### config.mk
export PLATFORM = sky130hd
export DESIGN_NAME = adder_tree_acc
export DESIGN_NICKNAME = d
export VERILOG_FILES = /design/src/rtl/adder_tree_acc.sv
export SDC_FILE = /design/constraint.sdc
export NUM_CORES = 1
export LEC_CHECK = 0
export CAP_MARGIN = 15
export CORE_UTILIZATION = 59
export DETAILED_ROUTE_END_ITERATION = 8
export PLACE_DENSITY = 0.85
export SYNTH_ARGS = -nofsm -noshare
export SYNTH_HDL_FRONTEND = slang
export SYNTH_SLANG_ARGS = --single-unit
### constraint.sdc
create_clock -name clk -period 8.5 [get_ports clk]
set_input_delay 1.7 -clock clk [delete_from_list [all_inputs] [get_ports clk]]
set_output_delay 1.7 -clock clk [all_outputs]
set_load 0.005 [all_outputs]
### src/rtl/adder_tree_acc.sv
// adder_tree_acc: pipelined N-operand adder tree with optional running accumulator.
// Define ADDER_TREE_ACC_SAT_EN to saturate on overflow instead of wrapping.
module adder_tree_acc #(
   parameter int N  = 4,
   parameter int W  = 8,
   parameter int SW = 16
) (
   input  logic            clk,
   input  logic            rst,
   input  logic            in_valid,
   output logic            in_ready,
   input  logic [N*W-1:0]  ops,
   input  logic            cin,
   input  logic            mode,
   input  logic            acc_clr,
   output logic            out_valid,
   input  logic            out_ready,
   output logic [SW-1:0]   sum,
   output logic            sum_zero,
   output logic            ovf,
   output logic            ovf_sticky
);
   localparam int L  = $clog2(N);
   localparam int P  = 1 << L;
   localparam int FW = W + L + 1;
   localparam int RW = ((SW > FW) ? SW : FW) + 1;

   logic            adv;
   logic [P*FW-1:0] lane0;
   logic [FW-1:0]   f_t;
   logic            f_v, f_c, f_m, f_k;

   logic            out_valid_q;
   logic [SW-1:0]   sum_q, sum_d;
   logic            zero_q;
   logic            ovf_q, ovf_d;
   logic            sticky_q, sticky_d;
   logic [SW-1:0]   acc_q;
   logic [SW-1:0]   base;
   logic [RW-1:0]   r;

   function automatic logic [P*FW-1:0] pair_add(input logic [P*FW-1:0] x);
      logic [P*FW-1:0] y;
      y = '0;
      for (int k = 0; k < P / 2; k++)
         y[k*FW +: FW] = x[2*k*FW +: FW] + x[(2*k+1)*FW +: FW];
      return y;
   endfunction

   // A stall freezes every stage, bubbles included.
   assign adv      = !out_valid_q || out_ready;
   assign in_ready = adv;

   always_comb begin
      lane0 = '0;
      for (int k = 0; k < N; k++)
         lane0[k*FW +: FW] = FW'(ops[k*W +: W]);
   end

   if (L == 0) begin : g_flat
      assign f_t = lane0[FW-1:0];
      assign f_v = in_valid;
      assign f_c = cin;
      assign f_m = mode;
      assign f_k = acc_clr;
   end else begin : g_tree
      logic [P*FW-1:0] t_q [L];
      logic [3:0]      s_q [L];

      always_ff @(posedge clk or posedge rst) begin
         if (rst) begin
            for (int l = 0; l < L; l++) begin
               t_q[l] <= '0;
               s_q[l] <= '0;
            end
         end else if (adv) begin
            t_q[0] <= pair_add(lane0);
            s_q[0] <= {in_valid, cin, mode, acc_clr};
            for (int l = 1; l < L; l++) begin
               t_q[l] <= pair_add(t_q[l-1]);
               s_q[l] <= s_q[l-1];
            end
         end
      end

      assign f_t = t_q[L-1][FW-1:0];
      assign {f_v, f_c, f_m, f_k} = s_q[L-1];
   end

   // Final stage reads acc_q directly, so consecutive beats chain with no gap.
   always_comb begin
      base  = (f_m && !f_k) ? acc_q : '0;
      r     = RW'(base) + RW'(f_t) + RW'(f_c);
      ovf_d = |r[RW-1:SW];
`ifdef ADDER_TREE_ACC_SAT_EN
      sum_d = ovf_d ? '1 : r[SW-1:0];
`else
      sum_d = r[SW-1:0];
`endif
      sticky_d = (f_m && f_k) ? ovf_d : (sticky_q | ovf_d);
   end

   always_ff @(posedge clk or posedge rst) begin
      if (rst) begin
         out_valid_q <= 1'b0;
         sum_q       <= '0;
         zero_q      <= 1'b0;
         ovf_q       <= 1'b0;
         sticky_q    <= 1'b0;
         acc_q       <= '0;
      end else if (adv) begin
         out_valid_q <= f_v;
         if (f_v) begin
            sum_q    <= sum_d;
            zero_q   <= (sum_d == '0);
            ovf_q    <= ovf_d;
            sticky_q <= sticky_d;
            if (f_m)
               acc_q <= sum_d;
         end
      end
   end

   assign out_valid  = out_valid_q;
   assign sum        = sum_q;
   assign sum_zero   = zero_q;
   assign ovf        = ovf_q;
   assign ovf_sticky = sticky_q;
endmodule

==> results of run 1 <==
kinds of logic (layout without fill, tap and decap cells):
family | count (synthesis) | after routing | share of synthesized area, %
AO/OA/AOI/OAI | 121 | 121 | 17.8
XOR/XNOR | 23 | 23 | 4.80
adder cells (fa/ha/maj) | 39 | 39 | 12.5
buffers and inverters | 48 | 110 | 4.41
flip-flops | 72 | 72 | 42.9
multiplexers | 5 | 5 | 1.43
AND/OR/NAND/NOR | 151 | 151 | 16.1
synth_stat cells, drive strengths merged:
master	n	area share (%)
a21oi	29	3.5
a211oi	3	0.66
o21ai	53	6.5
inv	32	2.9
and4	2	0.42
mux2	5	1.4
dfrtp	72	43
or2	2	0.30
nor2b	5	0.75
a21boi	6	1.1
fa	5	2.4
nand2	83	7.4
nand4	4	0.60
xor2	11	2.3
a21o	13	2.3
and2	12	1.8
o31ai	6	1.1
buf	4	0.48
nor4b	1	0.21
a31oi	1	0.15
and2b	1	0.18
ha	34	10
o211a	1	0.24
o41ai	1	0.21
and3	5	0.78
clkbuf	12	1.1
o221ai	1	0.36
nor2	25	2.2
o211ai	1	0.30
a2111oi	1	0.36
o21bai	3	0.54
o31a	1	0.24
nand3	5	0.60
o2111ai	1	0.21
nor3	2	0.24
nand2b	4	0.60
xnor2	12	2.5
worst max-delay path, stage by stage:
cell	delay [ps]
clkdlybuf4s50_1	410
nor2b_2	100
buf_4	300
inv_1	90
clkdlybuf4s50_1	460
stage by stage:
stage                     area (um^2)  hold slack, ps  worst slack (ps)  cells
final                            5090             472              3720    617
after CTS                        5090             473              3720    617
after global placement           4870             450              3730    601
after detailed placement         4870             455              3740    601
after floorplan                  4200             439              4560    459
after global routing             5090             498              3650    617
sequential cells by signal (all words and copies together) (netlist names):
register    flops
g_tree.t_q     18
acc_q          16
sum            16
f_t            10
g_tree.s_q      4
f_c             1
f_k             1
f_m             1
f_v             1
out_valid       1
ovf             1
ovf_sticky      1
sum_zero        1
power breakdown:
| part | internal [uW] | leakage, uW | switching, uW |
|---|---|---|---|
| clock | 172 | 0.000112 | 129 |
| combinational | 299 | 0.00144 | 374 |
| sequential | 460 | 0.000888 | 70.4 |
worst paths after layout:
kind	endpoint	slack, ps	cells after the start
worst min-delay path	g_tree.s_q[4]	470	2
max in group asynchronous	sum[4]	6020	3
worst min register to register	g_tree.s_q[4]	470	2
worst max register to register	sum_zero	4950	12
min in group asynchronous	g_tree.s_q[5]	1930	3
worst max-delay path	in_ready	3720	5
cell usage in the layout, fill, tap and decap left out, types with 4 or more instances in the layout:
cell type	n
xor2_1	11
ha_1	34
nor2b_1	4
fa_1	5
o31ai_1	6
clkdlybuf4s50_1	59
a21oi_1	28
mux2_2	4
o21ai_0	48
and3_1	4
nand2b_1	4
nor2_1	25
nand2_1	83
a21boi_0	5
inv_1	31
nand3_1	5
nand4_1	4
clkbuf_8	10
dfrtp_1	72
and2_1	12
a21o_1	13
xnor2_1	12
per-layer routing:
layer | global-route usage (%) | vias up
li1 | - | 1682
met1 | 29.5 | 1557
met2 | 42.4 | 99
met3 | 6.29 | 17
met4 | 11.4 | 0
met5 | 0 | -
final cells by class:
| class | count | area (um^2) | share of cell area, % |
|---|---|---|---|
| multi-input cells | 339 | 2210 | 43.5 |
| flip-flops and latches | 72 | 1800 | 35.4 |
| repair buffers | 62 | 613 | 12.1 |
| clock buffers | 10 | 138 | 2.71 |
| inverters | 32 | 120 | 2.36 |
| well taps | 96 | 120 | 2.36 |
| clock inverters | 6 | 82.6 | 1.62 |
==> results.sh, run 1 <==
export IMPL_num_rows=30
export IMPL_critPathLaunchType="input port"
export IMPL_hpwl_um=5970
export IMPL_grt_pass1_vias=3368
export IMPL_path_max_fanout=30
export IMPL_dr_wl_met3_um=373
export IMPL_grt_pass1_wl_um=14300
export IMPL_relSlewSlack_pct=42.7
export IMPL_n_antenna_cell=0
export IMPL_area_delta_synth_final_pct=21.2
export IMPL_hold_violations=0
export IMPL_synth_fp_nets=537
export IMPL_grt_max_degree=73
export IMPL_setup_viol_count_final=0
export IMPL_rsz0062_at_grt="false"
export IMPL_synth_cell_types=47
export IMPL_io_buffers=59
export IMPL_drt_iter0_drc=148
export IMPL_regToRegStartpoint="f_m"
export IMPL_viasPerCell=5.44
export IMPL_clk_latency_ps=360
export IMPL_tightest_slew_ps=860
export IMPL_cts_resized=0
export IMPL_drt_met1_wl_um=3620
export IMPL_hold_buffers=0
export IMPL_syn_avg_cell_area_um2=9.14
export IMPL_wl_um=8190
export IMPL_cp_arrival_ps=3080
export IMPL_fin_setup_tns_ps=0
export IMPL_ant_nets=0
export IMPL_clk_pin_slew_ps=80
export IMPL_path_class="in -> out"
export IMPL_fin_crit_ps=4780
export IMPL_finClkSkew_ps=7.09
export IMPL_core_area_um2=6830
export IMPL_drc=0
export IMPL_finish_net_count=594
export IMPL_p_leak_uw=0.00244
export IMPL_dr_total_vias=3355
export IMPL_clock_fmax_mhz=209
export IMPL_ir_drop_mv=0.123
export IMPL_io_pins=60
export IMPL_final_util_pct=74.5
export IMPL_min_delay_start="g_tree.s_q[4]"
export IMPL_initial_core_util_pct=61.4
export IMPL_clock_path_buffers=2
export IMPL_dr_pass1_iters=4
export IMPL_cts_root_buf="clkbuf_8"
export IMPL_worst_ep_required_time_ps=6800
export IMPL_syn_area_um2=4200
export IMPL_antenna_found_initial=0
export IMPL_min_path_type="reg -> reg"
export IMPL_drv_slew=0
export IMPL_seq_area_frac_synth_pct=42.9
export IMPL_synthCells=459
export IMPL_top_layer="met4"
export IMPL_gp_congestion=0.895
export IMPL_die_y_um=86.3
export IMPL_cts_sinks=72
export IMPL_power_total_uw=1510
export IMPL_max_cap_viol_count=0
export IMPL_overflow=0
export IMPL_die_area_um2=7450
export IMPL_end_kind="output port"
export IMPL_post_cts_buffers=0
export IMPL_crit_path_start="out_ready"
export IMPL_status="completed"
export IMPL_drive_above_1_share_pct=6.91
export IMPL_wl_per_cell_um=13.3
export IMPL_powerDensity_nw_per_um2=296
export IMPL_ys_ff_latch=72
export IMPL_cts_buffers=9
export IMPL_h_tree_depth=3
export IMPL_grt_total_usage_pct=24.8
export IMPL_die_w_um=86.3
export IMPL_fill_cells=492
export IMPL_fin_crit_sh_pct=56.2
export IMPL_ys_warn_count=0
export IMPL_dr_wl_met2_um=4010
export IMPL_tritoncts="done"
No activity file was read; power rests on OpenSTA's default activity.
==> inputs of run 2 (changes only) <==
- CORE_UTILIZATION: 59 -> 55
- PLACE_DENSITY: 0.85 -> 0.8
- clock period: 8.5 -> 4.6 ns (I/O delays scaled with it)
==> results.sh, run 2 (same netlist as run 1, synthesis figures left out) <==
export IMPL_clock_fmax_mhz=288
export IMPL_dr_pass1_iters=5
export IMPL_regMostFlops="g_tree.t_q"
export IMPL_num_rows=31
export IMPL_end_kind="flip-flop"
export IMPL_pwr_share_clk_pct=19.2
export IMPL_worst_ep_required_time_ps=4900
export IMPL_cts_sinks=72
export IMPL_p_leak_uw=0.00244
export IMPL_cts_root_buf="clkbuf_8"
export IMPL_post_cts_buffers=0
export IMPL_critPathLaunchType="flip-flop"
export IMPL_min_path_type="reg -> reg"
export IMPL_path_class="reg -> reg"
export IMPL_n_antenna_cell=0
export IMPL_ir_drop_mv=0.202
export IMPL_antenna_found_initial=0
export IMPL_hold_buffers=0
export IMPL_die_w_um=89.3
export IMPL_grt_pass1_wl_um=14700
export IMPL_fill_cells=566
export IMPL_core_area_um2=7330
export IMPL_largest_reg_flops=18
export IMPL_grt_max_degree=43
export IMPL_grt_pass1_vias=3244
export IMPL_placed_cells=605
export IMPL_clk_pin_slew_ps=80
export IMPL_tritoncts="done"
export IMPL_relSlewSlack_pct=42.5
export IMPL_hold_violations=0
export IMPL_drv_slew=0
export IMPL_sw_frac_of_total_pct=38.6
export IMPL_p_int_uw=1710
export IMPL_stdcell_count=621
export IMPL_final_common_cell="nand2_1"
export IMPL_ant_nets=0
export IMPL_status="completed"
export IMPL_fin_setup_tns_ps=0
export IMPL_path_max_fanout=19
export IMPL_die_y_um=89.3
export IMPL_power_frac_seq_pct=35.4
export IMPL_finish_net_count=595
export IMPL_powerDensity_nw_per_um2=545
export IMPL_dr_total_vias=3303
export IMPL_cp_arrival_ps=3770
export IMPL_cts_buffers=9
export IMPL_setup_viol_count_final=0
export IMPL_viasPerCell=5.32
export IMPL_tightest_slew_ps=860
export IMPL_drt_iter0_drc=131
export IMPL_die_area_um2=7980
export IMPL_gp_congestion=0.881
export IMPL_cts_resized=0
export IMPL_max_cap_viol_count=0
export IMPL_drc=0
export IMPL_layout_common_cells="83 x nand2_1, 72 x dfrtp_1, 59 x clkdlybuf4s50_1, 48 x o21ai_0, 34 x ha_1"
export IMPL_rsz0062_at_grt="false"
export IMPL_p_switching_uw=1070
export IMPL_clock_path_buffers=2
export IMPL_h_tree_depth=3
export IMPL_hpwl_um=6480
export IMPL_area_delta_synth_final_pct=21.4
export IMPL_fin_crit_ps=3470
export IMPL_wl_per_cell_um=13.9
export IMPL_fin_crit_sh_pct=75.4
export IMPL_power_frac_comb_pct=45.4
export IMPL_io_buffers=59
export IMPL_finClkSkew_ps=15.7
export IMPL_drive_above_1_share_pct=6.90
export IMPL_io_pins=60
export IMPL_initial_core_util_pct=57.2
export IMPL_clk_latency_ps=360
export IMPL_final_util_pct=69.5
export IMPL_grt_total_usage_pct=24.5
export IMPL_wl_um=8640
export IMPL_overflow=0
## run 2: metrics by stage
| step | power, uW | hold WS, ps | cell area [um^2] | worst slack [ps] |
|---|---|---|---|---|
| 2_1_floorplan | 1840 | 439 | 4200 | 1410 |
| 3_3_place_gp | 2190 | 450 | 4880 | 1290 |
| 3_5_place_dp | 2240 | 457 | 4880 | 1160 |
| 4_1_cts | 2790 | 473 | 5090 | 1150 |
| 5_1_grt | 3000 | 499 | 5090 | 836 |
| 6_report | 2780 | 471 | 5090 | 1130 |
## run 2: metal layers
layer,part of all wire [%],GRT usage [%],vias up
met4,2.6,8.66,0
met3,3.0,5.63,15
met2,50,42.3,81
met1,44,30.0,1543
met5,0,0,-
li1,-,-,1664
## run 2: worst max-delay path: stages, from the launching register on
cell and delay [ps]:
dfrtp_1 420, and2b_1 370, and2_1 270, fa_1 420
fa_1 440, a21o_1 190, and4_1 220, nor3_1 220
xor2_1 250, nand4_1 140, a2111oi_2 270, nand4_1 130
nand2_1 80
## run 2: cell type report
cell class	instances	area (um^2)	area share, %
multi-input combinational	339	2210	43.4
inverter	32	120	2.36
tap	99	124	2.43
clock buffer	13	169	3.32
clock inverter	3	46.3	0.909
sequential	72	1800	35.4
timing repair buffer	63	621	12.2
## run 2: final timing paths
check / start / endpoint / slack, ps / cells past startpoint
worst max-delay path: f_m / sum_zero / 1130 / 12
worst min-delay path: g_tree.s_q[7] / g_tree.s_q[7] / 470 / 2
worst max register to register: f_m / sum_zero / 1130 / 12
worst min register to register: g_tree.s_q[7] / g_tree.s_q[7] / 470 / 2
max in group asynchronous: rst / acc_q[7] / 2660 / 3
min in group asynchronous: rst / f_v / 1040 / 2
## run 2: power groups by stage
| stage | clock network [uW] | logic [uW] | registers, uW |
|---|---|---|---|
| 2_1_floorplan | 0 | 879 | 962 |
| 3_3_place_gp | 0 | 1200 | 987 |
| 3_5_place_dp | 0 | 1240 | 996 |
| 4_1_cts | 539 | 1260 | 986 |
| 5_1_grt | 566 | 1420 | 1010 |
| 6_report | 534 | 1260 | 983 |
